File: src/rtl/pipe_addsub_pkg.sv
// Shared types and elaboration helpers for the pipelined adder/subtractor.
package pipe_addsub_pkg;

   typedef struct packed {
      logic cout;
      logic zero;
      logic neg;
      logic ovf;
   } flags_t;

   function automatic int unsigned chunk_w(input int unsigned width, input int unsigned stages);
      return (stages == 0) ? width : width / stages;
   endfunction

   function automatic bit cfg_ok(input int unsigned width, input int unsigned stages);
      return (stages >= 1) && (stages <= width) && ((width % stages) == 0);
   endfunction

endpackage

File: src/rtl/pipe_addsub_add_chunk.sv
// Combinational W-bit ripple adder; c_msb is the carry into bit W-1.
module add_chunk #(
   parameter int unsigned W = 8
) (
   input  logic [W-1:0] a,
   input  logic [W-1:0] b,
   input  logic         ci,
   output logic [W-1:0] s,
   output logic         co,
   output logic         c_msb
);

   always_comb begin
      logic [W:0] c;
      c     = '0;
      s     = '0;
      c[0]  = ci;
      for (int unsigned i = 0; i < W; i++) begin
         s[i]   = a[i] ^ b[i] ^ c[i];
         c[i+1] = (a[i] & b[i]) | (c[i] & (a[i] ^ b[i]));
      end
      co    = c[W];
      c_msb = c[W-1];
   end

endmodule

File: src/rtl/pipe_addsub.sv
// Pipelined two's-complement add/sub: one CHUNK resolved per stage, single stall enable.
module pipe_addsub
   import pipe_addsub_pkg::*;
#(
   parameter int unsigned WIDTH  = 32,
   parameter int unsigned STAGES = 4
) (
   input  logic             clk,
   input  logic             rst_n,
   input  logic             in_valid,
   output logic             in_ready,
   input  logic [WIDTH-1:0] a,
   input  logic [WIDTH-1:0] b,
   input  logic             sub,
   input  logic             cin,
   output logic             out_valid,
   input  logic             out_ready,
   output logic [WIDTH-1:0] sum,
   output logic             cout,
   output logic             zero,
   output logic             neg,
   output logic             ovf
);

   localparam int unsigned CHUNK = chunk_w(WIDTH, STAGES);

   if (!cfg_ok(WIDTH, STAGES)) begin : g_cfg_err
      $error("pipe_addsub: WIDTH must be a multiple of STAGES and 1 <= STAGES <= WIDTH");
   end

   logic             adv;
   logic             v_in   [STAGES];
   logic             ci_in  [STAGES];
   logic [WIDTH-1:0] acc_in [STAGES];
   logic [WIDTH-1:0] bop_in [STAGES];
   logic [CHUNK-1:0] s_c    [STAGES];
   logic             co_c   [STAGES];
   logic             cm_c   [STAGES];
   logic [WIDTH-1:0] acc_d  [STAGES];
   logic [WIDTH-1:0] bop_d  [STAGES];

   // acc_q: low bits hold the sum so far, high bits the A chunks not yet consumed.
   // bop_q: B (already conditioned for subtract) chunks not yet consumed, right-aligned.
   logic             v_q    [STAGES];
   logic             c_q    [STAGES];
   logic [WIDTH-1:0] acc_q  [STAGES];
   logic [WIDTH-1:0] bop_q  [STAGES];
   flags_t           flags_d;
   flags_t           flags_q;

   assign adv      = !v_q[STAGES-1] || out_ready;
   assign in_ready = adv;

   for (genvar k = 0; k < STAGES; k++) begin : g_stage
      localparam int unsigned      LO   = k * CHUNK;
      localparam logic [WIDTH-1:0] MASK = WIDTH'({CHUNK{1'b1}}) << LO;

      if (k == 0) begin : g_head
         assign v_in[k]   = in_valid;
         assign ci_in[k]  = cin ^ sub;
         assign acc_in[k] = a;
         assign bop_in[k] = sub ? ~b : b;
      end else begin : g_body
         assign v_in[k]   = v_q[k-1];
         assign ci_in[k]  = c_q[k-1];
         assign acc_in[k] = acc_q[k-1];
         assign bop_in[k] = bop_q[k-1];
      end

      add_chunk #(.W(CHUNK)) u_add (
         .a     (acc_in[k][LO +: CHUNK]),
         .b     (bop_in[k][CHUNK-1:0]),
         .ci    (ci_in[k]),
         .s     (s_c[k]),
         .co    (co_c[k]),
         .c_msb (cm_c[k])
      );

      assign acc_d[k] = (acc_in[k] & ~MASK) | (WIDTH'(s_c[k]) << LO);
      assign bop_d[k] = bop_in[k] >> CHUNK;
   end

   // Status flags of the fully resolved sum, captured alongside the last stage.
   always_comb begin
      flags_d      = '0;
      flags_d.cout = co_c[STAGES-1];
      flags_d.zero = (acc_d[STAGES-1] == '0);
      flags_d.neg  = acc_d[STAGES-1][WIDTH-1];
      flags_d.ovf  = cm_c[STAGES-1] ^ co_c[STAGES-1];
   end

   always_ff @(posedge clk or negedge rst_n) begin
      if (!rst_n) begin
         for (int unsigned k = 0; k < STAGES; k++) begin
            v_q[k]   <= 1'b0;
            c_q[k]   <= 1'b0;
            acc_q[k] <= '0;
            bop_q[k] <= '0;
         end
         flags_q <= '0;
      end else if (adv) begin
         for (int unsigned k = 0; k < STAGES; k++) begin
            v_q[k]   <= v_in[k];
            c_q[k]   <= co_c[k];
            acc_q[k] <= acc_d[k];
            bop_q[k] <= bop_d[k];
         end
         flags_q <= flags_d;
      end
   end

   assign out_valid = v_q[STAGES-1];
   assign sum       = acc_q[STAGES-1];
   assign cout      = flags_q.cout;
   assign zero      = flags_q.zero;
   assign neg       = flags_q.neg;
   assign ovf       = flags_q.ovf;

endmodule

File: config.mk
export PLATFORM = sky130hd
export DESIGN_NAME = pipe_addsub
export DESIGN_NICKNAME = d
export VERILOG_FILES = /design/src/rtl/pipe_addsub_pkg.sv /design/src/rtl/pipe_addsub_add_chunk.sv /design/src/rtl/pipe_addsub.sv
export SDC_FILE = /design/constraint.sdc
export NUM_CORES = 1
export LEC_CHECK = 0
export BUFFER_PORTS_ARGS = -buffer_cell sky130_fd_sc_hd__buf_2
export CAP_MARGIN = 20
export CORE_ASPECT_RATIO = 0.8
export CORE_MARGIN = 8
export CORE_UTILIZATION = 30
export CTS_BUF_LIST = sky130_fd_sc_hd__clkbuf_8
export DETAILED_ROUTE_END_ITERATION = 6
export PLACE_DENSITY = 0.57
export SLEW_MARGIN = 10
export SYNTH_ARGS = -nofsm -noshare
export SYNTH_HDL_FRONTEND = slang
export SYNTH_SLANG_ARGS = --single-unit
File: constraint.sdc
create_clock -name clk -period 3.9 [get_ports clk]
set_input_delay 0.78 -clock clk [delete_from_list [all_inputs] [get_ports clk]]
set_output_delay 0.78 -clock clk [all_outputs]
set_load 0.03 [all_outputs]
==> results of run 1 <==
## area by class of cell
cell class              count  area (um^2)  share of cell area, %
well taps                 364          455                   4.81
multi-input cells         582         3140                   33.2
flip-flops and latches    186         4650                   49.1
clock inverters            15          203                   2.14
inverters                  31          121                   1.28
clock buffers              17          234                   2.47
repair buffers            120          661                   6.98
## worst max-delay path, stage by stage
cell,delay [ps]
buf_2,130
xnor2_4,120
fa_2,350
inv_2,80
fa_2,210
inv_2,50
fa_2,360
fa_2,370
fa_2,370
fa_2,370
fa_2,360
inv_2,60
fa_1,400
nand2_1,70
nand2_1,60
## metal layers
metal	vias up	global-route usage, %	routed length [um]
li1	2758	-	-
met2	92	16.0	7480
met4	0	2.68	139
met1	2578	17.9	10200
met5	-	0	0
met3	11	2.82	734
## flip-flops by register name, summed over array words and instances (netlist names)
| register | flops |
|---|---|
| cout | 1 |
| neg | 1 |
| bop_in | 24 |
| bop_d | 24 |
| v_in | 3 |
| ovf | 1 |
| sum | 31 |
| c_q | 3 |
| out_valid | 1 |
| zero | 1 |
| acc_in | 96 |
## power by group
part / leakage (nW) / total (mW) / internal, mW / switching, mW
registers: 2.24 / 3.35 / 2.78 / 0.569
logic: 2.31 / 3.04 / 1.10 / 1.94
clock network: 0.226 / 1.42 / 0.663 / 0.755
## path summary, 6_finish.rpt
kind	from	end	cells past startpoint
setup reg to reg	acc_in[24]	zero	14
setup / recovery	cin	acc_in[71]	15
min in group clk	v_in[0]	out_valid	1
hold reg to reg	v_in[0]	out_valid	1
hold / removal	rst_n	acc_in[75]	1
max in group asynchronous	rst_n	acc_in[62]	2
## layout by cell type, fill, tap and decap left out, drive strengths merged, types with 3 or more instances in the layout
| cell | netlist | final |
|---|---|---|
| nor2 | 16 | 16 |
| nand2 | 437 | 437 |
| xnor2 | 29 | 29 |
| fa | 32 | 32 |
| dfrtp | 186 | 186 |
| nor4 | 6 | 6 |
| clkinv | 0 | 3 |
| buf | 39 | 119 |
| a21oi | 16 | 16 |
| inv | 31 | 40 |
| bufinv | 0 | 3 |
| clkbuf | 7 | 18 |
| o21ai | 34 | 34 |
| xor2 | 5 | 5 |
## kinds of logic (layout without fill, tap and decap cells)
logic type | Yosys count | count (layout) | share of synthesized area, %
compound gates | 51 | 51 | 3.86
simple gates | 465 | 465 | 22.2
xor+xnor | 34 | 34 | 3.61
fa+ha+maj | 32 | 32 | 7.78
buf+inv | 77 | 183 | 6.09
flops | 186 | 186 | 56.5
## metrics by stage
stage	util (%)	power, mW	area (um^2)	setup TNS, ps	hold WS, ps
after global routing	34.9	8.50	9470	-24.8	336
after global placement	33.1	6.38	9000	-549	444
after detailed placement	33.1	6.45	9000	-785	449
after floorplan	-	5.50	8300	-536	430
after CTS	34.8	7.92	9450	0	339
final	34.9	7.81	9470	0	298
## synth_stat cells (2+ instances only)
cell,n,share of area (%)
o21ai_1,5,0.30
xnor2_1,29,3.1
dfrtp_1,186,57
nor4_1,6,0.46
buf_6,18,2.5
buf_4,5,0.46
buf_2,13,0.79
a21oi_2,16,1.7
nor2_2,15,1.1
nand4_1,2,0.15
nand2_1,437,20
fa_1,32,7.8
clkbuf_1,6,0.27
o21ai_0,29,1.8
xor2_1,5,0.53
buf_8,2,0.36
nor4b_1,2,0.21
inv_1,30,1.4
## what timing repair did
action,4_1_cts,5_1_grt
resized for setup,4,8
setup buffers,1,0
endpoints found under the setup margin,1,3
==> metrics.md, run 1 <==
| Metric | Value |
|---|---|
| Initial cell density of the core | 30.3% |
| Pwr Density | 825 mW/mm^2 |
| Area Growth Syn to Fin | 15.0% |
| Status | complete, no violations |
| Cts bufs inserted | 17 |
| Root Driver | clkbuf_8 |
| Number of placed cells counting well taps | 1,282 |
| Lkg Pwr | ~4.8 nW |
| Mapped Cells | 845 |
| Placer congestion estimate | around 0.76 |
| Setup violations, final | 0 |
| Crit start category | input pin |
| Syn Area/Cell | between 9 and 10 um^2 |
| FF+latch count, synth | 186 |
| Post-Syn Area | 0.00824 mm^2 |
| CTS tree | done |
| Max cap viols | 0 |
| FMAX | 263 MHz |
| Via-per-instance ratio | 4.14 |
| Die width | 201 um |
| Worst Path Max Fanout | 1 |
| Crit Path Category | in2reg |
| First-pass GRT wire length | 30.9 mm |
| Fin worst setup slack | 103 ps |
| WL per Instance | 14.1 um |
| Setup crit end kind | register |
| Fillers | approximately 2,900 |
| Fin cells | about 1,300 |
| Synth Warn # | 0 |
| Fraction of layout cells with a size suffix above 1 | 21.5% |
| All-Layer GR Usage | 11.6% |
| RSZ-0062 raised after global routing | yes |
| Crit path DAT | 4150 ps |
| Via count | 5,439 |
| Core area | approximately 0.027 mm^2 |
| # diodes | 0 |
| Vias in the first global route | ~5,700 |
| Fin. max-slew vios | 0 |
| Grt ovf | 0 |
| CTS max path bufs | 2 |
| Register-to-Register Setup Slack | 110 ps |
| Routed Antenna Nets | 0 |
| DR pass1 iterations | 4 |
| Antenna violations before repair | 0 |
| Final hold vios | 0 |
| EDFF count, synth | 0 |
| Measured slew at the worst slew-check pin | 1000 ps |
| Clock transition at path regs | 100 ps |
| Residual DRC | 0 |
| Slew HR | about a third |
| Hold Path Class | in2async |
| Ys async rst share | 100% |
| Die Footprint | about 0.033 mm^2 |
| Fin crit period | 3800 ps |
| Post-Route Skew | 17.9 ps |
| Routed WL | 18.6 mm |
| Iteration-0 DRC Markers | 352 |
| Worst IR Drop VDD | 0.291 mV |
| Top_reg_cell synth | dfrtp_1 |
| Part of the Yosys area used for sequential elements | 56.5% |
| Netlist cell types | 25 |
| Rows | 54 |
| Fraction of the cycle the final worst path needs | 97.4% |
| H-tree levels | 4 |
| IO buf count | 107 |
| Die Y | 164 um |
| Fin nets | 1,040 |
| Net count after synthesis | roughly 950 |
| Hold-fix buffers at CTS | 0 |
| Crit path required time | roughly 4300 ps |
| Post-Place Setup Slack | -426 ps |
| Placed wire-length estimate | 13.1 mm |
| Pin count of the biggest net entering global routing | 134 |
| I/O pin cnt | 108 |
| Num Clock Sinks | 186 |
| Clk Latency, worst-skew pair | 460 ps |
Note: power is estimated with default switching activity, not from simulation.
==> inputs of run 2 (changes only) <==
Settings changed: CTS_BUF_LIST sky130_fd_sc_hd__clkbuf_8 to sky130_fd_sc_hd__clkbuf_4 sky130_fd_sc_hd__clkbuf_8.
==> metrics.md, run 2 (same netlist as run 1, synthesis figures left out) <==
| Metric | Value |
|---|---|
| Hold Path Class | in2async |
| Register-to-Register Setup Slack | roughly 110 ps |
| CTS tree | done |
| Via-per-instance ratio | between 4 and 5 |
| Core area | approximately 0.027 mm^2 |
| Hold-fix buffers at CTS | 0 |
| Die width | 201 um |
| Die Y | between 150 and 200 um |
| R2R cell count | 14 |
| Fin. max-slew vios | 0 |
| Status | complete, no violations |
| Clk Latency, worst-skew pair | ~460 ps |
| Pwr Density | 825 mW/mm^2 |
| Clock transition at path regs | around 100 ps |
| Worst R2R End | zero |
| Post-Route Skew | ~18 ps |
| Area Growth Syn to Fin | 15.0% |
| CP cell instances | buf_2 -> xnor2_4 -> fa_2 -> inv_2 -> fa_2 -> inv_2 -> fa_2 -> fa_2 -> fa_2 -> fa_2 -> fa_2 -> inv_2 -> fa_1 -> nand2_1 -> nand2_1 |
| Met2 Wirelength | 7.48 mm |
| H-tree levels | 4 |
| RSZ-0062 raised after global routing | yes |
| Residual DRC | 0 |
| DR pass1 iterations | 4 |
| Setup violations, final | 0 |
| CTS max path bufs | 2 |
| All-Layer GR Usage | between 10% and 20% |
| Placer congestion estimate | 0.758 |
| Fraction of layout cells with a size suffix above 1 | roughly 22% |
| Measured slew at the worst slew-check pin | roughly 1000 ps |
| Antenna violations before repair | 0 |
| Worst path most repeated cell | fa_2 |
| Lkg Pwr | 4.77 nW |
| Num Clock Sinks | 186 |
| WL per Instance | between 10 and 15 um |
| Fin crit period | 3800 ps |
| Commonest cells after routing, fill and taps aside | nand2_1 (437), dfrtp_1 (186), buf_2 (105) |
| Fin nets | 1,040 |
| Setup crit end kind | register |
| Metal3 WL | 712 um |
| Final Power | between 7 and 8 mW |
| Vias in the first global route | 5,645 |
| Root Driver | clkbuf_8 |
| DP Area | 0.00900 mm^2 |
| IO buf count | 107 |
| Cts bufs inserted | 17 |
| Grt ovf | 0 |
| Initial cell density of the core | 30.3% |
| Max reg flops | 96 |
| Routed Antenna Nets | 0 |
| Setup TNS | 0 ps |
| Placed wire-length estimate | roughly 13 mm |
| First-pass GRT wire length | 30.8 mm |
| Met1 WL | 10.3 mm |
| Pin count of the biggest net entering global routing | 134 |
| Slowest-stage cell, CP | fa_1 |
| Iteration-0 DRC Markers | about 360 |
| Die Footprint | 0.0331 mm^2 |
| Worst IR Drop VDD | 0.292 mV |
| Fraction of the cycle the final worst path needs | 97.4% |
| Routed WL | 18.6 mm |
| FMAX | 263 MHz |
| Crit path required time | between 4000 and 5000 ps |
| Origin of the critical flop-to-flop path | acc_in[24] |
| Final hold vios | 0 |
| Fin area | roughly 0.0095 mm^2 |
| Crit start category | input pin |
| Worst Path Max Fanout | 1 |
| Slew HR | 33.4% |
| Fillers | 2,856 |
| Crit path launch | cin |
| Worst Setup EP | acc_in[71] |
| I/O pin cnt | roughly 110 |
| CP peak stage delay | 400 ps |
| Top Layer Used | met4 |
| Rows | 54 |
| Max cap viols | 0 |
| Crit Path Category | in2reg |
| Leading cell type in the layout, fill and taps excluded | nand2_1 |
| Crit path DAT | 4150 ps |
| Via count | 5,450 |
| # diodes | 0 |
-- run 2: changes by cell type in the layout (fill, tap and decap cells not counted), sizes merged --
cell | before | now
inv | 40 | 39
clkbuf | 18 | 19
-- run 2: how the worst min path moves through the flow --
stage | slack [ps] | cells past startpoint | startpoint | endpoint
6_report | 300 | 1 | rst_n | acc_in[75]
5_1_grt | 340 | 1 | rst_n | acc_in[75]
4_1_cts | 340 | 1 | rst_n | acc_in[64]
3_5_place_dp | 450 | 1 | v_in[0] | out_valid
3_3_place_gp | 440 | 2 | v_in[0] | v_in[0]
2_1_floorplan | 430 | 2 | v_in[0] | v_in[0]
-- run 2: metal layers --
layer / up-vias / track usage, %
li1: 2757 / -
met1: 2592 / 18.0
met2: 90 / 16.0
met3: 11 / 2.82
met4: 0 / 2.49
met5: - / 0
-- run 2: final cells by class --
class	instances	area, um^2	share of cell area (%)
clock buffers	18	241	2.55
clock inverters	14	199	2.10
inverters	31	121	1.28
multi-input cells	582	3140	33.2
flip-flops and latches	186	4650	49.1
well taps	364	455	4.81
repair buffers	120	661	6.97
-- run 2: repair_timing --
| item | 4_1_cts | 5_1_grt |
|---|---|---|
| resized for setup | 4 | 8 |
| setup buffers | 1 | 0 |
| setup endpoints to repair | 1 | 3 |
-- run 2: power by group --
part	internal (mW)	switching [mW]
Clock	0.673	0.752
Combinational	1.10	1.94
Sequential	2.78	0.567
Total	4.56	3.26
-- run 2: per-stage QoR --
step                      utilization (%)  instances  setup slack (ps)  hold slack, ps
after global placement               33.1       1282              -367             444
after floorplan                         -        845              -392             430
final                                34.9       1315              99.7             303
after CTS                            34.8       1315              39.7             341
after global routing                 34.9       1315             -24.8             340
after detailed placement             33.1       1282              -426             449
-- run 2: critical path: cells and delay by family --
kind / cells / cell delay [ps]
adders and majority gates: 8 / 2790
buffers and inverters: 4 / 320
and+or+nand+nor: 2 / 130
xor gates and xnor gates: 1 / 120
